## src/rtl/systolic_feed_sequencer_pkg.sv

```systemverilog
// rtl/systolic_feed_sequencer_pkg.sv - shared types and defaults for the systolic feed path
package systolic_feed_sequencer_pkg;

  localparam int DEFAULT_DATA_WIDTH = 8;
  localparam int DEFAULT_LENGTH     = 16;

  typedef enum logic [2:0] {
    ST_IDLE,
    ST_CLEAR,
    ST_STREAM,
    ST_DRAIN,
    ST_DONE
  } state_t;

  // Zero-feed cycles after the last read: skew depth plus array propagation.
  function automatic int drain_cycles(input int length);
    return 2 * length;
  endfunction

endpackage

```

## src/rtl/systolic_feed_sequencer.sv

```systemverilog
// rtl/systolic_feed_sequencer.sv - tile controller streaming operand rows into the skew buffer
module systolic_feed_sequencer
  import systolic_feed_sequencer_pkg::*;
#(
  parameter int DATA_WIDTH   = DEFAULT_DATA_WIDTH,
  parameter int LENGTH       = DEFAULT_LENGTH,
  parameter int ADDR_WIDTH   = 10,
  parameter int KLEN_WIDTH   = 9,
  parameter int DRAIN_CYCLES = drain_cycles(LENGTH)
) (
  input  logic                         clk,
  input  logic                         rstn,
  input  logic                         start,
  input  logic [KLEN_WIDTH-1:0]        k_len,
  input  logic [ADDR_WIDTH-1:0]        base_addr,
  output logic                         busy,
  output logic                         done,
  output logic                         rd_en,
  output logic [ADDR_WIDTH-1:0]        rd_addr,
  input  logic [DATA_WIDTH*LENGTH-1:0] rd_data,
  output logic [DATA_WIDTH*LENGTH-1:0] buf_din,
  output logic                         acc_clr,
  output logic                         acc_en
);

  localparam int DRAIN_W = $clog2(DRAIN_CYCLES + 1);
  localparam logic [DRAIN_W-1:0] DRAIN_LAST = DRAIN_W'(DRAIN_CYCLES - 1);

  state_t                 state;
  logic [KLEN_WIDTH-1:0]  k_q;
  logic [ADDR_WIDTH-1:0]  addr_q;
  logic [KLEN_WIDTH-1:0]  row_cnt;
  logic [DRAIN_W-1:0]     drain_cnt;
  logic                   rd_vld_q;
  logic [KLEN_WIDTH-1:0]  next_row;

  assign next_row = row_cnt + 1'b1;

  // Tile FSM; outputs are registered alongside the state they belong to.
  always_ff @(posedge clk) begin
    if (!rstn) begin
      state     <= ST_IDLE;
      k_q       <= '0;
      addr_q    <= '0;
      row_cnt   <= '0;
      drain_cnt <= '0;
      busy      <= 1'b0;
      done      <= 1'b0;
      rd_en     <= 1'b0;
      rd_addr   <= '0;
      acc_clr   <= 1'b0;
      acc_en    <= 1'b0;
    end else begin
      done    <= 1'b0;
      acc_clr <= 1'b0;
      rd_en   <= 1'b0;
      case (state)
        ST_IDLE, ST_DONE: begin
          if (start) begin
            state   <= ST_CLEAR;
            k_q     <= k_len;
            addr_q  <= base_addr;
            row_cnt <= '0;
            acc_clr <= 1'b1;
            busy    <= 1'b1;
          end else begin
            state <= ST_IDLE;
            busy  <= 1'b0;
          end
          acc_en <= 1'b0;
        end
        ST_CLEAR: begin
          acc_en <= 1'b1;
          if (k_q != '0) begin
            state   <= ST_STREAM;
            rd_en   <= 1'b1;
            rd_addr <= addr_q;
          end else begin
            state     <= ST_DRAIN;
            drain_cnt <= '0;
          end
        end
        ST_STREAM: begin
          row_cnt <= next_row;
          if (row_cnt == k_q - 1'b1) begin
            state     <= ST_DRAIN;
            drain_cnt <= '0;
          end else begin
            rd_en   <= 1'b1;
            rd_addr <= addr_q + ADDR_WIDTH'(next_row);
          end
        end
        ST_DRAIN: begin
          drain_cnt <= drain_cnt + 1'b1;
          if (drain_cnt == DRAIN_LAST) begin
            state  <= ST_DONE;
            done   <= 1'b1;
            busy   <= 1'b0;
            acc_en <= 1'b0;
          end
        end
        default: begin
          state <= ST_IDLE;
          busy  <= 1'b0;
        end
      endcase
    end
  end

  // Track SRAM read latency so only returned rows reach the skew buffer.
  always_ff @(posedge clk) begin
    if (!rstn) begin
      rd_vld_q <= 1'b0;
    end else begin
      rd_vld_q <= rd_en;
    end
  end

  // Bubbles are forced to exact zero so the skew flushes cleanly.
  always_comb begin
    buf_din = '0;
    if (rd_vld_q) begin
      buf_din = rd_data;
    end
  end

endmodule

```

## config.mk

```make
export PLATFORM = sky130hd
export DESIGN_NAME = systolic_feed_sequencer
export DESIGN_NICKNAME = d
export VERILOG_FILES = /design/src/rtl/systolic_feed_sequencer_pkg.sv /design/src/rtl/systolic_feed_sequencer.sv
export SDC_FILE = /design/constraint.sdc
export NUM_CORES = 1
export LEC_CHECK = 0
export ABC_AREA = 0
export CAP_MARGIN = 20
export CORE_MARGIN = 4
export CORE_UTILIZATION = 35
export DETAILED_ROUTE_END_ITERATION = 8
export GPL_TIMING_DRIVEN = 0
export PLACE_DENSITY = 0.89
export SLEW_MARGIN = 20
export SYNTH_ARGS = -nofsm -noshare
export SYNTH_HDL_FRONTEND = slang
export SYNTH_SLANG_ARGS = --single-unit
```

## constraint.sdc

```tcl
create_clock -name clk -period 3.5 [get_ports clk]
set_clock_uncertainty 0.15 [all_clocks]
set_input_delay 0.875 -clock clk [delete_from_list [all_inputs] [get_ports clk]]
set_output_delay 0.875 -clock clk [all_outputs]
set_load 0.005 [all_outputs]
```

**Word level (Yosys, flattened, before mapping)**

Index checks and enable logic that the tools add are counted.

- Register bits after elaboration: 53
- Output and inout port bits: 143

- $add $sub $neg: 4
- Equality and inequality tests: 12
- Mux-type cells: 22
- Bitwise logic cells: 1
- Reductions and logical operators: 17

Operators by type and width:

| operator | count |
|---|---|
| $mux W128 | 1 |
| $mux W10 | 2 |
| $pmux W10 S2 | 1 |
| $pmux W6 S3 | 1 |
| $pmux W9 S2 | 1 |
| $reduce_and A2 Y1 | 7 |
| $mux W6 | 2 |
| $ne A2 B2 Y1 const B | 6 |
| $pmux W3 S4 | 1 |
| $add A10 B9 Y10 | 1 |
| $add A9 B1 Y9 const B | 1 |
| $eq A9 B9 Y1 | 1 |
| $mux W9 | 1 |
| $reduce_bool A9 Y1 | 1 |
| $sub A9 B1 Y9 const B | 1 |
| $mux W1 | 7 |
| $add A6 B1 Y6 const B | 1 |
| $eq A3 B2 Y1 const B | 2 |
| $eq A6 B5 Y1 const B | 1 |
| $mux W3 | 2 |
| $pmux W1 S3 | 2 |
| $reduce_and A3 Y1 | 2 |
| $reduce_bool A3 Y1 | 2 |
| $reduce_bool A2 Y1 | 2 |
| other kinds (6) | 7 |

**Longest topological paths before layout**

Gate-level depths: netlist of the first run.

- Word-level depth: 4
- Depth in mapped cells: 12
- Mapped depth without buffers: 11

**Least setup slack after synthesis of the first run**

OpenSTA, ideal clock, no wires.

- Path kind: register to register
- Start: register k_q[0]
- End: register drain_cnt[1]
- Library setup time: 0.130 ns
- Arrival: 2.448 ns
- Path slack: 0.772 ns
- Stages on the path, launching flop included: 12
- Cells stage by stage: dfxtp_1 -> inv_1 -> ha_1 -> clkbuf_1 -> o21ba_2 -> a221oi_1 -> a41oi_1 -> nor4_2 -> a21oi_4 -> buf_6 -> nor3_1 -> o21ai_0

- Longest elaborated chain between the ends: 4
- Elaborated cells on any way between the ends: 6
- Those cells by class: add/sub (1); eq/ne (3); reduce/logical (2)

RTL lines:

| what | RTL line | text |
|---|---|---|
| start, declared | systolic_feed_sequencer.sv:30 | `logic [KLEN_WIDTH-1:0] k_q;` |
| start signal, assigned | systolic_feed_sequencer.sv:61 | `k_q <= k_len;` |
| $sub A9 B1 Y9 | systolic_feed_sequencer.sv:85 | `if (row_cnt == k_q - 1'b1) begin` |
| $eq A9 B9 Y1 | systolic_feed_sequencer.sv:85 |  |
| $ne A2 B2 Y1 (no source line) | - |  |
| $reduce_and A3 Y1 (no source line) (*) | - |  |
| end signal, assigned | systolic_feed_sequencer.sv:94 | `drain_cnt <= drain_cnt + 1'b1;` |
| end, declared | systolic_feed_sequencer.sv:33 | `logic [DRAIN_W-1:0] drain_cnt;` |

Mark *: on every way between the ends. The rest lies on a longest branch, timed or not.
A chain may end at the register's enable or synchronous reset.

**Final worst setup path of the first run**

- Start: register rd_vld_q
- End: output port buf_din[24]

- Longest elaborated chain between the ends: 1

RTL lines:

| what | RTL line | text |
|---|---|---|
| start, declared | systolic_feed_sequencer.sv:34 | `logic rd_vld_q;` |
| start signal, assigned | systolic_feed_sequencer.sv:115 | `rd_vld_q <= rd_en;` |
| $mux W128 | systolic_feed_sequencer.sv:122 | `if (rd_vld_q) begin` |
| end, declared | systolic_feed_sequencer.sv:21 | `output logic [DATA_WIDTH*LENGTH-1:0] buf_din,` |

No other way between the ends.

==> impl_metrics.tcl, run 1 <==
set metrics [dict create \
    status "finished clean" \
    synthTopCellsByCount "and2_1, nand2_1, dfxtp_1" \
    hold_viol 0 \
    worstMarginPinSlew_ns 0.6334 \
    io_buffers 292 \
    crit_top_cell "clkbuf_1" \
    netlist.area_leader.share 0.2741 \
    die_h_um 113.2 \
    setup_viol 0 \
    cts_buffer_depth 2 \
    path_class "reg -> out" \
    placementRows 38 \
    clk_pin_slew_ns 0.10 \
    crit_chain "clkbuf_1 > clkbuf_1 > and2_1 > clkdlybuf4s50_1" \
    htree_num_levels 2 \
    endpoint_kind "output port" \
    drive_above_1_share 0.03167 \
    slowest_delay_ns 0.64 \
    synthFlopType "dfxtp_1" \
    synth_nets 685 \
    vias_per_cell 5.104 \
    crit_buf_inv 3 \
    total_power_w 0.002188 \
    slew_headroom 0.5762 \
    routed_wl_mm 22.23 \
    fin_setup_tns_ns 0 \
    clock_latency_ns 0.31 \
    syn_to_final_growth_pct 82.84 \
    worstReg2RegStart "k_q[0]" \
    first_iter_violations 416 \
    first_pass_iters 5 \
    fin_crit_sh 0.9462 \
    synthMostInstantiatedCell "and2_1" \
    synthArstFlopShare 0 \
    rr_endpoint "drain_cnt[5]" \
    crit_slowest_cell "clkdlybuf4s50_1" \
    dieArea_sq_um 12810 \
    layout.nets 984 \
    ys_warn_count 0 \
    yosysUniqueCellTypes 59 \
    fill_cells 930 \
    grt_usage 0.3314 \
    ff2ff_path_depth 11 \
    avgSynthCellArea_sq_um 7.416 \
    vias 4925 \
    cts_made_buffers 5 \
    placed_cells 954 \
    fin_hold_ws_ns 0.3145 \
    vdd_ir_drop_max_mv 0.2805 \
    start_util 0.3571 \
    ys_ff_latch 53 \
    ios 293 \
    total_leakage_power_nw 2.700 \
    crit_arrival_ns 2.29 \
    drv_cap 0 \
    drcViolationCount 0 \
    yosysSeqAreaShare 0.2741 \
    crit_family "buffers and inverters" \
    worstSetupPathDepth 4 \
    final_area_sq_um 7078 \
    r2r_setup_slack_ns 0.37 \
    maxSlewViolCount 0 \
    grt_max_degree 16 \
    critPathLaunchType "register" \
    grt_pass1_wl_mm 30.95 \
    grt_overflow 0 \
    hold_class "reg -> reg" \
    wl_per_cell_um 23.03 \
    fmax_mhz 302.0 \
    endpoint "buf_din[24]" \
    dpl_cell_area_sq_um 6969 \
    coreArea_sq_um 10840 \
    ys_top_cells_by_area "dfxtp_1, and2_1, nand2_1" \
    dieWidth_um 113.2 \
    cts_setup_buffers 0 \
    place_congestion 0.9768 \
    yosys.area.top_type "dfxtp_1" \
    dp_hpwl_mm 19.60 \
    cp-startpoint "rd_vld_q" \
    required_ns 2.47 \
    synth_edf_count 0 \
    synth_area_sq_um 3871 \
    final_cells 965 \
    antenna_found_initial 4 \
    layout_min_cycle_time_ns 3.312 \
    root_buffer "clkbuf_8" \
    crit_fanout 10 \
    synthCells 522 \
    powerDensity_nw_per_um2 309.1 \
    grt_pass1_vias 4686 \
    postRouteAntennaNets 0 \
    rsz0062_at_grt "no" \
    cts_num_sinks 53 \
    cts_tree "done" \
]
==> flip-flops by register name, summed over array words and instances (netlist names) <==
| register | cells |
|---|---|
| rd_en | 1 |
| k_q | 9 |
| acc_clr | 1 |
| acc_en | 1 |
| done | 1 |
| rd_vld_q | 1 |
| state | 3 |
| busy | 1 |
| rd_addr | 10 |
| row_cnt | 9 |
| addr_q | 10 |
| drain_cnt | 6 |
==> metal layers <==
metal  part of all wire  up-vias  global-route usage
met4              0.076        0              0.2292
met5                  0        -                   0
li1                   -     2357                   -
met3              0.057       63             0.05722
met2               0.53      244              0.6062
met1               0.34     2261              0.3410
==> layout by cell type (no fill, tap or decap), types with 12 or more instances in the layout <==
| master | instances |
|---|---|
| clkdlybuf4s50_1 | 292 |
| xnor2_1 | 15 |
| nand3_1 | 12 |
| and2_1 | 132 |
| dfxtp_1 | 53 |
| a21oi_1 | 37 |
| nor2_1 | 26 |
| nand2_1 | 60 |
| clkbuf_1 | 38 |
| o21ai_0 | 18 |
| nor3_1 | 12 |
| ha_1 | 12 |
==> worst min-delay path, delay by kind of cell (launching register included) <==
family / cells / cell delay (ns)
flops: 1 / 0.32
mux: 1 / 0.06
simple gates: 1 / 0.05
==> layout make-up <==
type | instances | area, sq um | share of cell area
buffer | 40 | 158.9 | 0.02245
timing repair buffer | 292 | 2923 | 0.4129
inverter | 9 | 33.78 | 0.004773
multi-input combinational | 420 | 2626 | 0.3710
antenna | 4 | 10.01 | 0.001414
tap | 140 | 175.2 | 0.02475
clock inverter | 1 | 7.507 | 0.001061
sequential | 53 | 1061 | 0.1499
clock buffer | 6 | 82.58 | 0.01167
==> timing repair <==
item,CTS,global route
resized for setup,0,1
endpoints found under the setup margin,0,1
endpoints found under the hold margin,0,0
hold buffers,0,0
==> worst min path at each step <==
stage                  from      endpoint  slack [ns]  depth (start not counted)
2_1_floorplan  drain_cnt[5]  drain_cnt[5]        0.29                          1
3_3_place_gp           busy          busy        0.29                          1
3_5_place_dp           busy          busy        0.30                          1
4_1_cts          rd_addr[8]    rd_addr[8]        0.32                          2
5_1_grt          rd_addr[2]    rd_addr[2]        0.35                          2
6_report         rd_addr[8]    rd_addr[8]        0.31                          2
==> power breakdown <==
group | internal [W] | switching, W | total [W]
clock | 0.000157 | 0.000205 | 0.000362
sequential | 0.000671 | 0.0000578 | 0.000729
combinational | 0.000583 | 0.000514 | 0.00110
==> metrics by stage <==
step	util	setup slack, ns
after floorplan	-	0.7718
after global placement	0.6429	0.3028
after detailed placement	0.6429	0.2597
after CTS	0.6512	0.1791
after global routing	0.6529	0.07202
final	0.6529	0.1884
==> cell families (layout without fill, tap and decap cells) <==
group,count (synthesis),after routing,share of synthesized area
AOI/OAI and AO/OA,97,97,0.1648
DFF,53,53,0.2741
adders and majority gates,13,13,0.04396
xor gates and xnor gates,23,23,0.05204
other,0,4,0
muxes,6,6,0.01616
buffers and inverters,49,348,0.04977
and+or+nand+nor,281,281,0.3992
No activity file was read; power rests on OpenSTA's default activity.
==> run 2, diff against run 1 <==
--- a/config.mk
+++ b/config.mk
@@ -7,11 +7,12 @@
 export LEC_CHECK = 0
 export ABC_AREA = 0
 export CAP_MARGIN = 20
-export CORE_MARGIN = 4
-export CORE_UTILIZATION = 35
+export CORE_AREA = 2 2 115 117
 export DETAILED_ROUTE_END_ITERATION = 8
+export DIE_AREA = 0 0 117 119
 export GPL_TIMING_DRIVEN = 0
-export PLACE_DENSITY = 0.89
+export PLACE_DENSITY = 0.8
+export REMOVE_ABC_BUFFERS = 1
 export SLEW_MARGIN = 20
 export SYNTH_ARGS = -nofsm -noshare
 export SYNTH_HDL_FRONTEND = slang
==> run 2 against run 1 <==
  * Worst setup slack better by 0.15 ns
  * Non-clock buffer count down 39
  * Critical path depth decreased by 1
  * Power grew 4.3%
  * Clock-buffer cell count decreased by 1
  * Sequential power is 3.6% higher
  * Hold slack worse by 0.0026 ns
  * Combinational power is 8% lower
==> impl_metrics.tcl, run 2 (synthesized netlist as in run 1, its figures left out) <==
set metrics [dict create \
    postRouteAntennaNets 0 \
    busiest_layer "met2" \
    gr-usage-met1 0.2989 \
    reg.largest.list "addr_q (10), rd_addr (10)" \
    place_congestion 0.9260 \
    setup_viol 0 \
    critPathLaunchType "primary input" \
    layout_min_cycle_time_ns 3.161 \
    dieArea_sq_um 13920 \
    grt_pass1_vias 4198 \
    crit_arrival_ns 2.14 \
    grt_use_met3 0.1552 \
    syn_to_final_growth_pct 82.55 \
    first_iter_violations 233 \
    dp_hpwl_mm 16.63 \
    slew_headroom 0.3843 \
    cts_tree "done" \
    placed_cells 951 \
    cts-hold-fix-buffers 0 \
    hold_viol 0 \
    die_h_um 119 \
    total_leakage_power_nw 2.685 \
    vias 4635 \
    root_buffer "clkbuf_16" \
    cts-resized-gates 1 \
    hold_class "reg -> reg" \
    wl_per_cell_um 19.99 \
    grt_use_met2 0.4382 \
    final_util 0.5489 \
    first_pass_iters 4 \
    endpoint_kind "output port" \
    grt_max_degree 103 \
    drv_cap 0 \
    status "finished clean" \
    fill_cells 1194 \
    mostFrequentLayoutCells "clkdlybuf4s50_1, and2_1, nand2_1" \
    grt_overflow 0 \
    p_sw_w 0.0007732 \
    dieWidth_um 117 \
    ios 293 \
    routed_wl_mm 19.31 \
    grt_usage 0.2674 \
    path_class "in -> out" \
    placementRows 42 \
    pwr-share-clk 0.226 \
    fmax_mhz 316.4 \
    grt_pass1_wl_mm 26.99 \
    power_frac_seq 0.331 \
    htree_num_levels 2 \
    swShare 0.3388 \
    cts_num_sinks 53 \
    worstMarginPinSlew_ns 0.9185 \
    cts_buffer_depth 2 \
    mostFrequentLayoutCell "clkdlybuf4s50_1" \
    drcViolationCount 0 \
    clock_latency_ns 0.30 \
    fin_crit_sh 0.9031 \
    crit_fanout 1 \
    powerDensity_nw_per_um2 323.0 \
    cts_made_buffers 5 \
    p_int_w 0.001509 \
    io_buffers 292 \
    total_power_w 0.002282 \
    vias_per_cell 4.798 \
    required_ns 2.47 \
    antenna_found_initial 16 \
    maxSlewViolCount 0 \
    coreArea_sq_um 12870 \
    final_cells 966 \
    start_util 0.3007 \
    layout.nets 945 \
    fin_hold_ws_ns 0.3119 \
    drive_above_1_share 0.03831 \
    clk_pin_slew_ns 0.08 \
    vdd_ir_drop_max_mv 0.2860 \
    cts_setup_buffers 0 \
    rsz0062_at_grt "no" \
    comb_power_share 0.443 \
]
-- run 2: cell types whose count changed in the layout (fill, tap and decap cells not counted), moves of 3 or more --
cell	before	now
clkbuf_1	38	0
clkbuf_16	0	5
clkbuf_8	6	0
diode_2	4	7
-- run 2: path summary, 6_finish.rpt --
kind / startpoint / to / slack, ns / depth (start not counted)
max reg2reg: row_cnt[0] / rd_addr[8] / 0.39 / 9
min reg2reg: busy / busy / 0.31 / 1
min: busy / busy / 0.31 / 1
max: rd_data[28] / buf_din[28] / 0.34 / 3
-- run 2: metrics by stage --
step           setup WS [ns]  setup TNS [ns]  area [sq um]
3_3_place_gp          -1.086         -120.58          6855
4_1_cts               0.3099               0          7049
2_1_floorplan         0.6891               0          3712
6_report              0.3393               0          7067
3_5_place_dp         -0.3635          -3.335          6897
5_1_grt               0.1853               0          7054
-- run 2: worst max-delay path, cell delays in order --
cell	delay, ns
clkdlybuf4s50_1	0.45
and2_1	0.13
clkdlybuf4s50_1	0.67
-- run 2: power by group through the flow --
stage / Combinational (W) / Sequential [W] / Clock, W
2_1_floorplan: 0.000452 / 0.000757 / 0
3_3_place_gp: 0.000965 / 0.000787 / 0
3_5_place_dp: 0.00101 / 0.000765 / 0
4_1_cts: 0.00102 / 0.000753 / 0.000516
5_1_grt: 0.00111 / 0.000764 / 0.000540
6_report: 0.00101 / 0.000755 / 0.000517
-- run 2: final cells by class --
cell class,instances,area [sq um],share of cell area
Timing Repair Buffer,293,2950,0.4175
Sequential cell,53,1065,0.1507
Antenna cell,7,17.52,0.002479
Clock inverter,3,26.28,0.003718
Inverter,9,35.03,0.004958
Tap cell,176,220.2,0.03116
Multi-Input combinational cell,420,2628,0.3718
Clock buffer,5,125.1,0.01771
-- run 2: layer usage --
metal / vias up / part of all wire / routed length [um]
met4: 16 / 0.021 / 404
met3: 33 / 0.14 / 2636
met2: 181 / 0.47 / 9036
li1: 2291 / - / -
met5: - / 0.0057 / 110
met1: 2114 / 0.37 / 7118
==> run 3, diff against run 2 <==
--- a/config.mk
+++ b/config.mk
@@ -11,7 +11,7 @@
 export DETAILED_ROUTE_END_ITERATION = 8
 export DIE_AREA = 0 0 117 119
 export GPL_TIMING_DRIVEN = 0
-export PLACE_DENSITY = 0.8
+export PLACE_DENSITY = 0.74
 export REMOVE_ABC_BUFFERS = 1
 export SLEW_MARGIN = 20
 export SYNTH_ARGS = -nofsm -noshare
==> run 3 against run 2 <==
  * Register-to-register slack barely moved
  * Critical path depth unchanged
  * Clock-buffer cell count is 2 higher
  * Critical path type unchanged
  * Critical endpoint is now buf_din[37]
==> impl_metrics.tcl, run 3 (synthesized netlist as in run 1, its figures left out) <==
set metrics [dict create \
    status "finished clean" \
    crit_slowest_cell "clkdlybuf4s50_1" \
    path_class "in -> out" \
    maxSlewViolCount 0 \
    cts_made_buffers 5 \
    hold_viol 0 \
    routed_wl_mm 17.70 \
    dieWidth_um 117 \
    cts-hold-fix-buffers 0 \
    layout_min_cycle_time_ns 3.205 \
    grt_pass1_vias 4523 \
    rsz0062_at_grt "no" \
    cts-resized-gates 1 \
    ios 293 \
    start_util 0.3007 \
    cts_tree "done" \
    grt_max_degree 68 \
    grt_usage 0.2406 \
    layout.nets 945 \
    place_congestion 0.9329 \
    placementRows 42 \
    dp_hpwl_mm 15.01 \
    first_pass_iters 5 \
    holdPathStages 1 \
    slew_headroom 0.3987 \
    required_ns 2.47 \
    wl_per_cell_um 18.44 \
    grt_overflow 0 \
    root_buffer "clkbuf_16" \
    mostFrequentLayoutCell "clkdlybuf4s50_1" \
    dieArea_sq_um 13920 \
    worstMarginPinSlew_ns 0.9019 \
    reg.largest.list "addr_q (10), rd_addr (10)" \
    vias 4725 \
    cts_buffer_depth 2 \
    final_cells 960 \
    dpl_cell_area_sq_um 6889 \
    placed_cells 951 \
    clock_latency_ns 0.29 \
    coreArea_sq_um 12870 \
    crit_chain "clkdlybuf4s50_1 > and2_1 > clkdlybuf4s50_1" \
    setup_viol 0 \
    clk_pin_slew_ns 0.07 \
    vdd_ir_drop_max_mv 0.2133 \
    htree_num_levels 2 \
    cts_setup_buffers 0 \
    total_leakage_power_nw 2.693 \
    fmax_mhz 312.0 \
    hold_class "reg -> reg" \
    final_util 0.5476 \
    mostFrequentLayoutCells "clkdlybuf4s50_1, and2_1, nand2_1" \
    die_h_um 119 \
    crit_fanout 1 \
    vias_per_cell 4.922 \
    grt_pass1_wl_mm 25.62 \
    ff2ff_path_depth 9 \
    powerDensity_nw_per_um2 324.5 \
    critPathLaunchType "primary input" \
    fin_crit_sh 0.9158 \
    drcViolationCount 0 \
    io_buffers 292 \
    postRouteAntennaNets 0 \
    drv_cap 0 \
    antenna_found_initial 3 \
    final_area_sq_um 7051 \
    drive_above_1_share 0.03831 \
    first_iter_violations 321 \
    endpoint_kind "output port" \
    slowest_delay_ns 0.59 \
    crit_arrival_ns 2.18 \
    syn_to_final_growth_pct 82.13 \
    fin_setup_tns_ns 0 \
    crit_top_cell "clkdlybuf4s50_1" \
    cts_num_sinks 53 \
]
-- run 3: cell types whose count changed in the layout (fill, tap and decap cells not counted), sizes merged --
cell / delta
clkinv: +1
diode: -6
clkbuf: +2
inv: -1
clkinvlp: -2
-- run 3: layout make-up --
type	count	area, sq um
Clock inverter	1	5.005
Clock buffer	7	152.6
Sequential cell	53	1065
Tap cell	176	220.2
Antenna cell	1	2.502
Fill cell	1203	5824
Inverter	9	35.03
Timing Repair Buffer	293	2943
Multi-Input combinational cell	420	2628
-- run 3: worst paths after layout --
path	start	to	slack, ns
hold reg to reg	busy	busy	0.31
setup reg to reg	k_q[0]	rd_addr[2]	0.38
setup / recovery	rd_data[37]	buf_din[37]	0.29
hold / removal	busy	busy	0.31
-- run 3: layer usage --
layer,up-vias,GRT usage,share of wire
li1,2276,-,-
met1,2234,0.2963,0.41
met2,186,0.4238,0.49
met3,29,0.05344,0.077
met4,0,0.05294,0.020
met5,-,0,0
-- run 3: stage by stage --
step / hold slack (ns) / setup WS, ns / power, W
after floorplan: 0.2946 / 0.6891 / 0.001210
after global placement: 0.2923 / -0.8323 / 0.001740
after detailed placement: 0.2971 / -0.2714 / 0.001773
after CTS: 0.3135 / 0.2826 / 0.002292
after global routing: 0.3369 / 0.08207 / 0.002406
final: 0.3124 / 0.2946 / 0.002288
-- run 3: power breakdown --
part | leakage, nW | internal (W) | switching (W)
registers | 0.433 | 0.000672 | 0.0000893
clock network | 0.0799 | 0.000304 | 0.000222
logic | 2.18 | 0.000566 | 0.000435
total | 2.69 | 0.00154 | 0.000747
-- run 3: worst max-delay path: cells and delay by family --
| kind | cells | cell delay [ns] |
|---|---|---|
| simple gates | 1 | 0.17 |
| buf+inv | 2 | 1.13 |
